==> src/rtl/airport_pkg.sv <==
// Shared types and codes for the checkpoint lane scheduler.
// Class codes double as sel values and as req/grant bit positions.
package airport_pkg;

    localparam logic [1:0] CLS_REGULAR  = 2'b00;
    localparam logic [1:0] CLS_BUSINESS = 2'b01;
    localparam logic [1:0] CLS_VIP      = 2'b10;

    localparam int REQ_REG = 0;
    localparam int REQ_BUS = 1;
    localparam int REQ_VIP = 2;

    typedef enum logic [1:0] {
        IDLE,
        GRANT,
        SERVE
    } sched_state_t;

    function automatic logic [2:0] cls_onehot(input logic [1:0] cls);
        logic [2:0] oh;
        oh = 3'b000;
        unique case (cls)
            CLS_REGULAR:  oh[REQ_REG] = 1'b1;
            CLS_BUSINESS: oh[REQ_BUS] = 1'b1;
            CLS_VIP:      oh[REQ_VIP] = 1'b1;
            default:      oh = 3'b000;
        endcase
        return oh;
    endfunction

endpackage

==> src/rtl/lane_scheduler_starve_counter.sv <==
// Saturating count of decisions a waiting class was passed over.
// starved rises once the count reaches LIMIT and holds until cleared.
module starve_counter #(
    parameter int LIMIT = 4
) (
    input  logic clk,
    input  logic rst,
    input  logic clr,
    input  logic inc,
    output logic starved
);

    localparam int CW = $clog2(LIMIT + 1);

    logic [CW-1:0] cnt_q;
    logic [CW-1:0] cnt_d;

    assign starved = (cnt_q >= CW'(LIMIT));

    always_comb begin
        cnt_d = cnt_q;
        if (clr) begin
            cnt_d = '0;
        end else if (inc && !starved) begin
            cnt_d = cnt_q + CW'(1);
        end
    end

    always_ff @(posedge clk) begin
        if (rst) begin
            cnt_q <= '0;
        end else begin
            cnt_q <= cnt_d;
        end
    end

endmodule

==> src/rtl/lane_scheduler.sv <==
// Strict-priority checkpoint arbiter with starvation boost for Regular/Business.
// IDLE decides, GRANT announces for one cycle, SERVE waits for done or timeout.
module lane_scheduler
    import airport_pkg::*;
#(
    parameter int STARVE_LIMIT = 4,
    parameter int TIMEOUT      = 255,
    parameter int TMR_W        = 8
) (
    input  logic       clk,
    input  logic       rst,
    input  logic [2:0] req,
    input  logic       done,
    output logic [1:0] sel,
    output logic [2:0] grant,
    output logic       grant_valid,
    output logic       busy,
    output logic       timeout_flag
);

    localparam logic [TMR_W-1:0] TMR_LAST = TMR_W'(TIMEOUT - 1);

    sched_state_t     state_q, state_d;
    logic [1:0]       sel_q, sel_d;
    logic [2:0]       grant_q, grant_d;
    logic [TMR_W-1:0] timer_q, timer_d;
    logic             to_q, to_d;

    logic       decide;
    logic [1:0] win;
    logic       starved_reg, starved_bus;
    logic       clr_reg, inc_reg, clr_bus, inc_bus;

    assign decide = (state_q == IDLE) && (req != 3'b000);

    // Boosted classes beat VIP; Regular's boost is checked first.
    always_comb begin
        win = CLS_REGULAR;
        if (req[REQ_REG] && starved_reg) begin
            win = CLS_REGULAR;
        end else if (req[REQ_BUS] && starved_bus) begin
            win = CLS_BUSINESS;
        end else if (req[REQ_VIP]) begin
            win = CLS_VIP;
        end else if (req[REQ_BUS]) begin
            win = CLS_BUSINESS;
        end else begin
            win = CLS_REGULAR;
        end
    end

    assign clr_reg = decide && (!req[REQ_REG] || win == CLS_REGULAR);
    assign inc_reg = decide && req[REQ_REG] && (win != CLS_REGULAR);
    assign clr_bus = decide && (!req[REQ_BUS] || win == CLS_BUSINESS);
    assign inc_bus = decide && req[REQ_BUS] && (win != CLS_BUSINESS);

    starve_counter #(.LIMIT(STARVE_LIMIT)) u_wait_reg (
        .clk     (clk),
        .rst     (rst),
        .clr     (clr_reg),
        .inc     (inc_reg),
        .starved (starved_reg)
    );

    starve_counter #(.LIMIT(STARVE_LIMIT)) u_wait_bus (
        .clk     (clk),
        .rst     (rst),
        .clr     (clr_bus),
        .inc     (inc_bus),
        .starved (starved_bus)
    );

    always_comb begin
        state_d = state_q;
        sel_d   = sel_q;
        grant_d = grant_q;
        timer_d = timer_q;
        to_d    = 1'b0;
        unique case (state_q)
            IDLE: begin
                if (decide) begin
                    state_d = GRANT;
                    sel_d   = win;
                    grant_d = cls_onehot(win);
                end
            end
            GRANT: begin
                state_d = SERVE;
                timer_d = '0;
            end
            SERVE: begin
                if (done) begin
                    state_d = IDLE;
                    grant_d = 3'b000;
                end else if (timer_q == TMR_LAST) begin
                    state_d = IDLE;
                    grant_d = 3'b000;
                    to_d    = 1'b1;
                end else begin
                    timer_d = timer_q + TMR_W'(1);
                end
            end
            default: begin
                state_d = IDLE;
                grant_d = 3'b000;
            end
        endcase
    end

    always_ff @(posedge clk) begin
        if (rst) begin
            state_q <= IDLE;
            sel_q   <= CLS_REGULAR;
            grant_q <= 3'b000;
            timer_q <= '0;
            to_q    <= 1'b0;
        end else begin
            state_q <= state_d;
            sel_q   <= sel_d;
            grant_q <= grant_d;
            timer_q <= timer_d;
            to_q    <= to_d;
        end
    end

    assign sel          = sel_q;
    assign grant        = grant_q;
    assign grant_valid  = (state_q == GRANT);
    assign busy         = (state_q != IDLE);
    assign timeout_flag = to_q;

endmodule

==> config.mk <==
export PLATFORM = sky130hd
export DESIGN_NAME = lane_scheduler
export DESIGN_NICKNAME = d
export VERILOG_FILES = /design/src/rtl/airport_pkg.sv /design/src/rtl/lane_scheduler_starve_counter.sv /design/src/rtl/lane_scheduler.sv
export SDC_FILE = /design/constraint.sdc
export NUM_CORES = 1
export LEC_CHECK = 0
export CORE_AREA = 2 2 50 52
export CTS_BUF_LIST = sky130_fd_sc_hd__clkbuf_8
export DETAILED_ROUTE_END_ITERATION = 8
export DIE_AREA = 0 0 52 54
export PLACE_DENSITY = 0.72
export RECOVER_POWER = 25
export SETUP_SLACK_MARGIN = 0.05
export SLEW_MARGIN = 20
export SYNTH_ARGS = -nofsm -noshare
export SYNTH_HDL_FRONTEND = slang
export SYNTH_SLANG_ARGS = --single-unit
==> constraint.sdc <==
create_clock -name clk -period 1.4 [get_ports clk]
set_input_delay 0.35 -clock clk [delete_from_list [all_inputs] [get_ports clk]]
set_output_delay 0.35 -clock clk [all_outputs]
set_load 0.01 [all_outputs]
==> metrics, run 1 <==
status=finished, violations left; violated checks=negative setup slack; CP Depth=6; clk_lat worst skew=0.27 ns; GRT met1 Usage=0.2828; Pre-Repair DR Iteration Count=4; Die Span Y=54 microns; cells along the critical path=buf_6 -> or2_4 -> buf_4 -> nor2_4 -> a21oi_1 -> mux2_4; power density over the cells=922.2 nW/um^2; starting density of the core=0.4800; Sink Count=22; Logic pwr share=0.220; Syn. warnings=0; number of vias per cell=5.677; Core Util, Final=0.7567; post-synthesis simple-gate area fraction=0.2809; Synth Register Bits=22; TritonCTS Buffers=3; peak supply drop=1.001 mV; crit path kind=reg2reg; post-route clock period utilization=1.072; layout cells sized above 1=0.4737; critical path buffer and inverter count=2; synth top area cells=dfxtp_1 40%, a21oi_1 7.6%, ha_1 6.7%, nand3_1 4.0%, nand2_1 4.0%; floorplan row count=18; IO buf count=13; WP data required=1.56 ns; biggest area consumer among synthesized cells=dfxtp_1; # nets final=184; Leakage=0.0007104 uW; H-tree depth=1; synthesized instance count=125; WHS=0.4632 ns; sequential share of power=0.411; area of the die=2808 sq um; Register Area=447.9 sq um; vias after detailed routing=1141; Root Buffer=clkbuf_8; compound-cell area share of the yosys netlist=0.1697; Syn Std Cell Area=1114 sq um; R2R Setup Slk=-0.10 ns; Overflow after GRT=0; adder-cell area share of the yosys netlist=0.06742; 1st-iter DRT viols=36; Core Box Area=2320 sq um; Yosys cell types=38; Syn Nets=137; Synth Area per Inst=8.909 sq um; GRT met3 Usage=0.04444; Fillers=141; delay-heaviest family, CP=simple AND/OR/NAND/NOR gates; largest net degree at the start of global routing=14; top achievable clock speed=666.1 MHz; post-synthesis sequential area ratio=0.3955; max-cap check violation count=0; gp weighted congestion=0.8565; CP Data Arrival Time=1.66 ns; combinational family with the most area after synthesis=simple AND/OR/NAND/NOR gates; Hold Vio Cnt, Final=0; clk buf depth=2; vias in the first global route=990; reg-to-reg startpoint=state_q[0]; worst hold path type=reg2reg; initial antenna violation count=0; crit-path max cell delay=0.34 ns; area of the multi-input gates=785.8 sq um; Synth top area share=0.3955; Synth Area in XOR/XNOR=0.007865; DP Wirelength=1967 microns; crit path max fanout=6; Global Route Usage Sum=0.2163; diode count=0; post-route minimum period=1.501 ns; DRT antenna net count=0; slowest CP cell=dfxtp_2; Setup WS post-layout=-0.1012 ns; Syn-to-layout area delta=57.64%; global route hottest layer=met2; NetSw=404.0 uW; Die Width=52 microns; mux contribution to synthesized area=0.04157; RR Endpoint=u_wait_bus.cnt_q[0]; # IOs=14; Pint=1215 uW; clock skew=0.006223 ns; switching share of total power=0.2496; Crit. End Element=flip-flop; Reg clk slew, reported paths=0.08 ns; global-route wire length before repair=4422 microns; clock share of power=0.369; unrepaired setup endpoints after global routing=yes; CP endpoint=u_wait_bus.cnt_q[0]; fraction of met2 tracks used by global routing=0.3502; worst-margin pin slew=0.4048 ns; max_slew headroom=0.7296; Worst setup SP type=flip-flop; worst slack at placement=-0.4807 ns; DRC=0; Final Setup Violations=14; CTS tree=yes; Setup crit start=state_q[0]; r2r worst-path depth=6; DR WL/cell=15.92 microns; fin. max-slew vios=0; final WL=3199 microns
## repair_timing
action / in CTS / in global routing
endpoints found under the setup margin: 28 / 21
gates resized for setup: 47 / 16
buffers inserted: 4 / 5
hold buffers: 0 / 0
pin swaps: 12 / 13
## power by group through the flow
| stage | clock network (uW) | logic [uW] | registers, uW |
|---|---|---|---|
| 2_1_floorplan | 0 | 129 | 685 |
| 3_3_place_gp | 0 | 261 | 678 |
| 3_5_place_dp | 0 | 270 | 679 |
| 4_1_cts | 607 | 312 | 665 |
| 5_1_grt | 621 | 378 | 668 |
| 6_report | 597 | 356 | 666 |
## placed cells by master (no fill, tap or decap), types with 2 or more instances in the layout
cell type	n
a211oi_1	2
nor3_1	3
dlygate4sd2_1	10
inv_2	2
nor2_2	2
a21oi_2	6
dfxtp_2	6
o21ai_1	2
nor2_1	2
a21oi_1	10
nand2b_1	2
clkbuf_8	3
buf_6	10
ha_4	2
or2_4	2
nand2_1	12
mux2_4	2
dfxtp_1	16
buf_4	24
ha_1	4
nand3_2	4
nand3_1	4
nand4_1	6
inv_1	4
mux2i_1	2
## worst min-delay path by stage
stage	from	endpoint	slack [ns]	cells after the start
final	sel[1]	sel[1]	0.46	2
after global routing	sel[1]	sel[1]	0.49	2
after CTS	sel[1]	sel[1]	0.47	2
after detailed placement	sel[1]	sel[1]	0.46	2
after global placement	sel[0]	sel[0]	0.45	2
after floorplan	u_wait_reg.cnt_q[1]	u_wait_reg.cnt_q[1]	0.45	2
## metal layers
metal / vias to the layer above / part of all wire
li1: 543 / -
met1: 552 / 0.43
met2: 36 / 0.50
met3: 10 / 0.046
met4: 0 / 0.024
met5: - / 0
## cell families (layout without fill, tap and decap cells)
| kind of cell | after synthesis | after routing |
|---|---|---|
| mux | 4 | 4 |
| buf+inv | 9 | 55 |
| simple gates | 53 | 53 |
| flops | 22 | 22 |
| compound gates | 30 | 30 |
| fa+ha+maj | 6 | 6 |
| xor+xnor | 1 | 1 |
## synth_stat cells, drive strengths merged
master / instances
inv: 6
a211oi: 3
mux2: 2
dfxtp: 22
ha: 6
nor3b: 2
or3b: 1
and4: 1
o21a: 1
nand2b: 3
nand3: 9
a21oi: 17
or2b: 1
a22o: 1
nor3: 5
xor2: 1
nand2: 12
buf: 2
mux2i: 2
o21ba: 1
or2: 2
or4: 2
or3: 1
o211ai: 1
nor2: 5
nor4: 1
a31oi: 1
and3: 2
o21ai: 5
nand4: 6
clkbuf: 1
## worst min-delay path: stages, from the launching register on
cell and delay, ns:
dfxtp_1 0.32, nand2_1 0.05, a21oi_1 0.05
## per-stage QoR
stage	area (sq um)	std cells	setup TNS (ns)	power [uW]
5_1_grt	1755	201	-1.264	1668
3_5_place_dp	1476	189	-8.466	948.6
6_report	1755	201	-0.5399	1619
4_1_cts	1659	197	-0.2740	1584
2_1_floorplan	1147	125	-0.02154	814.4
3_3_place_gp	1476	189	-7.288	938.8
## flip-flops by register name, summed over array words and instances (netlist names)
signal and flops:
timer_q 8, grant 3, u_wait_bus.cnt_q 3, u_wait_reg.cnt_q 3
sel 2, state_q 2, timeout_flag 1
## final cells by class
class / count / area share
multi-input cells: 94 / 0.4476
flip-flops and latches: 22 / 0.2552
repair buffers: 45 / 0.2224
clock buffers: 3 / 0.02352
well taps: 30 / 0.02138
clock inverters: 1 / 0.01711
inverters: 6 / 0.01283
No activity file was read; power rests on OpenSTA's default activity.
==> run 2: changes to the inputs <==
--- a/config.mk
+++ b/config.mk
@@ -5,6 +5,8 @@
 export SDC_FILE = /design/constraint.sdc
 export NUM_CORES = 1
 export LEC_CHECK = 0
+export ABC_CLOCK_PERIOD_IN_PS = 1400
+export CAP_MARGIN = 20
 export CORE_AREA = 2 2 50 52
 export CTS_BUF_LIST = sky130_fd_sc_hd__clkbuf_8
 export DETAILED_ROUTE_END_ITERATION = 8
==> results of run 2 <==
The final DEF is identical to that of run 1; final timing and power are the same.
